$ cat config.mk
export PLATFORM = sky130hd
export DESIGN_NAME = led_pattern_gen
export DESIGN_NICKNAME = d
export VERILOG_FILES = /design/src/rtl/led_pattern_gen.sv
export SDC_FILE = /design/constraint.sdc
export NUM_CORES = 1
export LEC_CHECK = 0
export CORE_ASPECT_RATIO = 1.75
export CORE_MARGIN = 2
export CORE_UTILIZATION = 50
export DETAILED_ROUTE_END_ITERATION = 8
export PLACE_DENSITY_LB_ADDON = 0.25
export SLEW_MARGIN = 30
export SYNTH_ARGS = -nofsm -noshare
export SYNTH_HDL_FRONTEND = slang
export SYNTH_SLANG_ARGS = --single-unit
$ cat constraint.sdc
create_clock -name clk -period 3.1 [get_ports clk]
set_clock_uncertainty 0.2 [all_clocks]
set_input_delay 0.465 -clock clk [delete_from_list [all_inputs] [get_ports clk]]
set_output_delay 0.465 -clock clk [all_outputs]
set_load 0.02 [all_outputs]
$ cat src/rtl/led_pattern_gen.sv
// led_pattern_gen: LED pattern sequencer for the status LED bank.
// A prescaler turns the system clock into a step event every MAX_COUNT
// enabled cycles; on each step event the selected pattern advances once.
//
// Ports:
//   clk     system clock, rising edge
//   rst     synchronous active-high reset, overrides everything else
//   enable  1: prescaler runs; 0: prescaler, pattern state and out freeze
//   mode    0 FILL, 1 SCAN, 2 BLINK, 3 HOLD; sampled only at a step event
//   out     registered LED drive, bit 0 is the first LED lit
//   step    registered one-cycle pulse, high while out shows a new step
//
// Handshake: none; enable is a level-sensitive run/freeze qualifier and
// step is a pure status pulse (no ready/back-pressure).
module led_pattern_gen #(
  parameter int NUM_LEDS    = 4,
  parameter int COUNT_WIDTH = 32,
  parameter int MAX_COUNT   = 25_000_000
) (
  input  logic                clk,
  input  logic                rst,
  input  logic                enable,
  input  logic [1:0]          mode,
  output logic [NUM_LEDS-1:0] out,
  output logic                step
);

  localparam int LW = $clog2(NUM_LEDS + 1);
  localparam logic [COUNT_WIDTH-1:0] LAST_COUNT = COUNT_WIDTH'(MAX_COUNT - 1);
  localparam logic [LW-1:0] TOP_LEVEL = LW'(NUM_LEDS);
  localparam logic [LW-1:0] LAST_POS  = LW'(NUM_LEDS - 1);
  localparam logic [NUM_LEDS-1:0] ALL_ON = {NUM_LEDS{1'b1}};

  typedef enum logic [1:0] {
    MODE_FILL  = 2'd0,
    MODE_SCAN  = 2'd1,
    MODE_BLINK = 2'd2,
    MODE_HOLD  = 2'd3
  } mode_t;

  typedef enum logic {
    DIR_UP   = 1'b0,
    DIR_DOWN = 1'b1
  } dir_t;

  // Complete pattern state in one struct so it can be probed as a unit.
  // level is the bar height in FILL and the lit position in SCAN.
  typedef struct packed {
    mode_t         mode_q;
    dir_t          dir;
    logic [LW-1:0] level;
  } pat_state_t;

  logic [COUNT_WIDTH-1:0] counter, counter_n;
  pat_state_t             st, st_n;
  logic [NUM_LEDS-1:0]    out_r, out_n;
  logic                   step_r, step_n;
  logic                   tick;
  logic [LW-1:0]          lvl_n;

  // Thermometer built bit by bit so a full-width shift never occurs.
  function automatic logic [NUM_LEDS-1:0] therm(input logic [LW-1:0] l);
    logic [NUM_LEDS-1:0] m;
    m = '0;
    for (int i = 0; i < NUM_LEDS; i++) m[i] = (i < int'(l));
    return m;
  endfunction

  function automatic logic [NUM_LEDS-1:0] onehot(input logic [LW-1:0] l);
    logic [NUM_LEDS-1:0] m;
    m = '0;
    for (int i = 0; i < NUM_LEDS; i++) m[i] = (i == int'(l));
    return m;
  endfunction

  always_ff @(posedge clk) begin
    if (rst) begin
      counter   <= '0;
      st.mode_q <= MODE_FILL;
      st.dir    <= DIR_UP;
      st.level  <= '0;
      out_r     <= '0;
      step_r    <= 1'b0;
    end else begin
      counter <= counter_n;
      st      <= st_n;
      out_r   <= out_n;
      step_r  <= step_n;
    end
  end

  always_comb begin
    tick      = enable && (counter == LAST_COUNT);
    counter_n = counter;
    st_n      = st;
    out_n     = out_r;
    step_n    = 1'b0;
    lvl_n     = st.level;

    if (enable) counter_n = tick ? '0 : counter + COUNT_WIDTH'(1);

    if (tick) begin
      step_n = 1'b1;
      if (mode_t'(mode) != st.mode_q) begin
        // A new mode always restarts from its first step, even if the old
        // mode was at a turnaround on this same step.
        st_n.mode_q = mode_t'(mode);
        st_n.dir    = DIR_UP;
        case (mode_t'(mode))
          MODE_FILL: begin
            st_n.level = LW'(1);
            out_n      = therm(LW'(1));
          end
          MODE_SCAN: begin
            st_n.level = '0;
            out_n      = onehot('0);
          end
          MODE_BLINK: out_n = ALL_ON;
          default: ; // HOLD keeps level and out as they are
        endcase
      end else begin
        case (st.mode_q)
          MODE_FILL: begin
            // Climb while going up and below the top, or when sitting at 0;
            // otherwise descend. Direction flips on reaching either end so
            // the turnaround value is shown exactly once.
            if ((st.dir == DIR_UP && st.level < TOP_LEVEL) || st.level == '0)
              lvl_n = st.level + LW'(1);
            else
              lvl_n = st.level - LW'(1);
            if (lvl_n == TOP_LEVEL)  st_n.dir = DIR_DOWN;
            else if (lvl_n == '0)    st_n.dir = DIR_UP;
            st_n.level = lvl_n;
            out_n      = therm(lvl_n);
          end
          MODE_SCAN: begin
            if (NUM_LEDS > 1) begin
              if ((st.dir == DIR_UP && st.level < LAST_POS) || st.level == '0)
                lvl_n = st.level + LW'(1);
              else
                lvl_n = st.level - LW'(1);
              if (lvl_n == LAST_POS)  st_n.dir = DIR_DOWN;
              else if (lvl_n == '0)   st_n.dir = DIR_UP;
            end
            st_n.level = lvl_n;
            out_n      = onehot(lvl_n);
          end
          MODE_BLINK: out_n = (out_r == ALL_ON) ? '0 : ALL_ON;
          default: ; // HOLD
        endcase
      end
    end
  end

  assign out  = out_r;
  assign step = step_r;

endmodule

==> impl_metrics.yaml <==
power:
  vdd_drop_max_v: 0.0003014
  p_per_area_mw_per_mm2: 358.4
  leakage_nw: 0.8790
  p_total_mw: 0.9333
sta:
  timing.final.crit_share: 0.8105
  maxSlewHeadroom: 0.6293
  rsz0062_at_grt: "false"
  setup_tns_ns: 0
  worstMarginPinSlew_ns: 0.5542
  max_freq_mhz: 398.0
  setup_viol: 0
  finalMaxSlewViolations: 0
  holdWs_ns: 0.3078
  fin_crit_ns: 2.513
  setup_ws_ns: 0.5873
  finalHoldViolations: 0
grt:
  first_global_vias: 2059
  grt_remaining_overflow: 0
  grt_max_degree: 31
  track_usage: 0.2076
  grt_pass1_wl_mm: 8.673
  antenna_found_initial: 0
final_layout:
  layoutNonFillerInstCount: 355
  fin_util: 0.5630
  multi_input_area_sq_mm: 0.001428
  fill_cells: 461
  n_antenna_cell: 0
  stdcell_area_sq_mm: 0.002604
  ff_latch_area_sq_um: 860.8
  drive_gt1_frac: 0.06601
  layout-area-overhead-vs-synth_pct: 10.05
  nets: 314
status:
  status: "finished clean"
synthesis:
  synth_top_area_frac: 0.3638
  synth_cell_types: 46
  synth_flop_cell: "dfxtp_1"
  syn_nets: 304
  yosysSeqAreaShare: 0.3638
  ys_ff_latch: 43
  syn_area_sq_mm: 0.002366
  syn_inst: 292
  synth_most_common_cell: "nor2_1"
  yosysWarnings: 0
  post_synth.cell_area_avg_sq_um: 8.103
  async_flop_share: 0
  synth_top_area_cell: "dfxtp_1"
  synth_common_cells: "nor2_1 (47), dfxtp_1 (43), nand2_1 (26)"
  synthTopCellsByArea: "dfxtp_1 (36%), xor2_1 (8.1%), nor2_1 (7.5%)"
  synth_edf_count: 0
routing:
  drtIter0Drc: 89
  via_per_inst: 5.797
  routed_wl_mm: 5.195
  drc: 0
  ant_nets: 0
  wl_per_cell_um: 14.63
  vias: 2058
  firstDrtPassIters: 4
setup_path:
  path_buf_inv: 2
  end_kind: "flip-flop"
  path_class: "input pin to flip-flop"
  cp_cell_sequence: "clkdlybuf4s50_1 > and4_1 > nand3_2 > or4_1 > nand2b_1 > buf_12 > nor2_1"
  path_delay_family: "simple AND/OR/NAND/NOR gates"
  startpoint_type: "input pin"
  arrival_ns: 2.50
  cp.required_ns: 3.08
  critPathMaxFanout: 30
  slowest_delay_ns: 0.68
  cpMaxStageDelayCell: "or4_1"
cts:
  path_clk_slew_ns: 0.08
  cts-resized-gates: 0
  root_buffer: "clkbuf_8"
  cts_setup_buffers: 0
  clock-sinks: 43
  clockBufferDepth: 2
  htreeDepth: 2
  ctsHoldBuffers: 0
  numCtsBuffers: 5
  cts_tree: "yes"
  clk_latency_ns: 0.29
placed_design:
  dpl.hpwl_mm: 3.902
  place_area_sq_mm: 0.002520
  dp_slack_ns: 0.2585
  place.gp.congestion: 0.9695
  dp_cells: 347
  port_buffers: 9
floorplanning:
  initial_core_util: 0.5116
  core_area_sq_mm: 0.004624
  die_w_um: 56
  ios: 10
  die_area_sq_mm: 0.005320
  dieHeight_um: 95
  rows: 33
flow_run:
  max_cap_violations: 0
worst_hold_path:
  worstHoldPathType: "flip-flop to flip-flop"
worst reg2reg max path, cell delays in order (launching register included):
cell and delay, ns:
dfxtp_1 0.33, inv_1 0.09, ha_1 0.21, ha_1 0.27, o21bai_1 0.27, xor2_1 0.21, nand2_1 0.13, o211ai_1 0.24
a31oi_1 0.12, o22ai_1 0.25
logic make-up (layout without fill, tap and decap cells):
family                   Yosys count  count (layout)  share of synthesized area
AO/OA/AOI/OAI                     44              44                     0.1227
XOR/XNOR                          33              33                     0.1222
adder cells (fa/ha/maj)            7               7                    0.03702
buffers and inverters             18              29                    0.03279
flip-flops                        43              43                     0.3638
multiplexers                       4               4                    0.01692
AND/OR/NAND/NOR                  143             143                     0.3046
cells in the final DEF, fill, tap and decap left out, drive strengths merged, types with 2 or more instances in the layout:
master	count
a21oi	13
a31o	2
a31oi	4
and2	3
and3	3
and4	3
buf	5
clkbuf	5
clkdlybuf4s50	9
clkinv	3
dfxtp	43
ha	7
inv	7
mux2i	4
nand2	26
nand2b	6
nand3	13
nand4	14
nor2	47
nor2b	2
nor3	10
nor4	4
o211ai	2
o21ai	11
o21bai	3
o22ai	2
or3	3
or4	4
xnor2	11
xor2	22
cell type report:
class | count | share of cell area
Clock inverter | 3 | 0.005766
Tap cell | 52 | 0.02499
Inverter | 7 | 0.01009
Timing Repair Buffer | 14 | 0.05382
Multi-Input combinational cell | 231 | 0.5483
Clock buffer | 5 | 0.02643
Sequential cell | 43 | 0.3306
path summary, 6_finish.rpt:
kind	cells past startpoint	end	start	slack, ns
worst max-delay path	7	counter[21]$_SDFFE_PP0P_	enable	0.59
worst min-delay path	2	counter[4]$_SDFFE_PP0P_	counter[4]$_SDFFE_PP0P_	0.31
worst max register to register	9	st[3]$_SDFFE_PP0P_	st[0]$_SDFFE_PP0P_	0.69
worst min register to register	2	counter[4]$_SDFFE_PP0P_	counter[4]$_SDFFE_PP0P_	0.31
registers in the layout (all words and copies together), names as in the netlist:
signal and count:
out 4, step 1, counter 32, st 6
per-layer routing:
| metal | vias up | wire length [um] | track usage |
|---|---|---|---|
| met2 | 34 | 2926 | 0.4118 |
| met4 | 0 | 169 | 0.1329 |
| met1 | 973 | 2001 | 0.1892 |
| met3 | 12 | 98 | 0.03151 |
| li1 | 1039 | - | - |
| met5 | - | 0 | 0 |
report_power, final:
| group | switching [mW] | internal, mW |
|---|---|---|
| clock | 0.186 | 0.154 |
| combinational | 0.0210 | 0.0147 |
| sequential | 0.00347 | 0.554 |
| total | 0.210 | 0.723 |
Power figures use the tool's default switching activity.
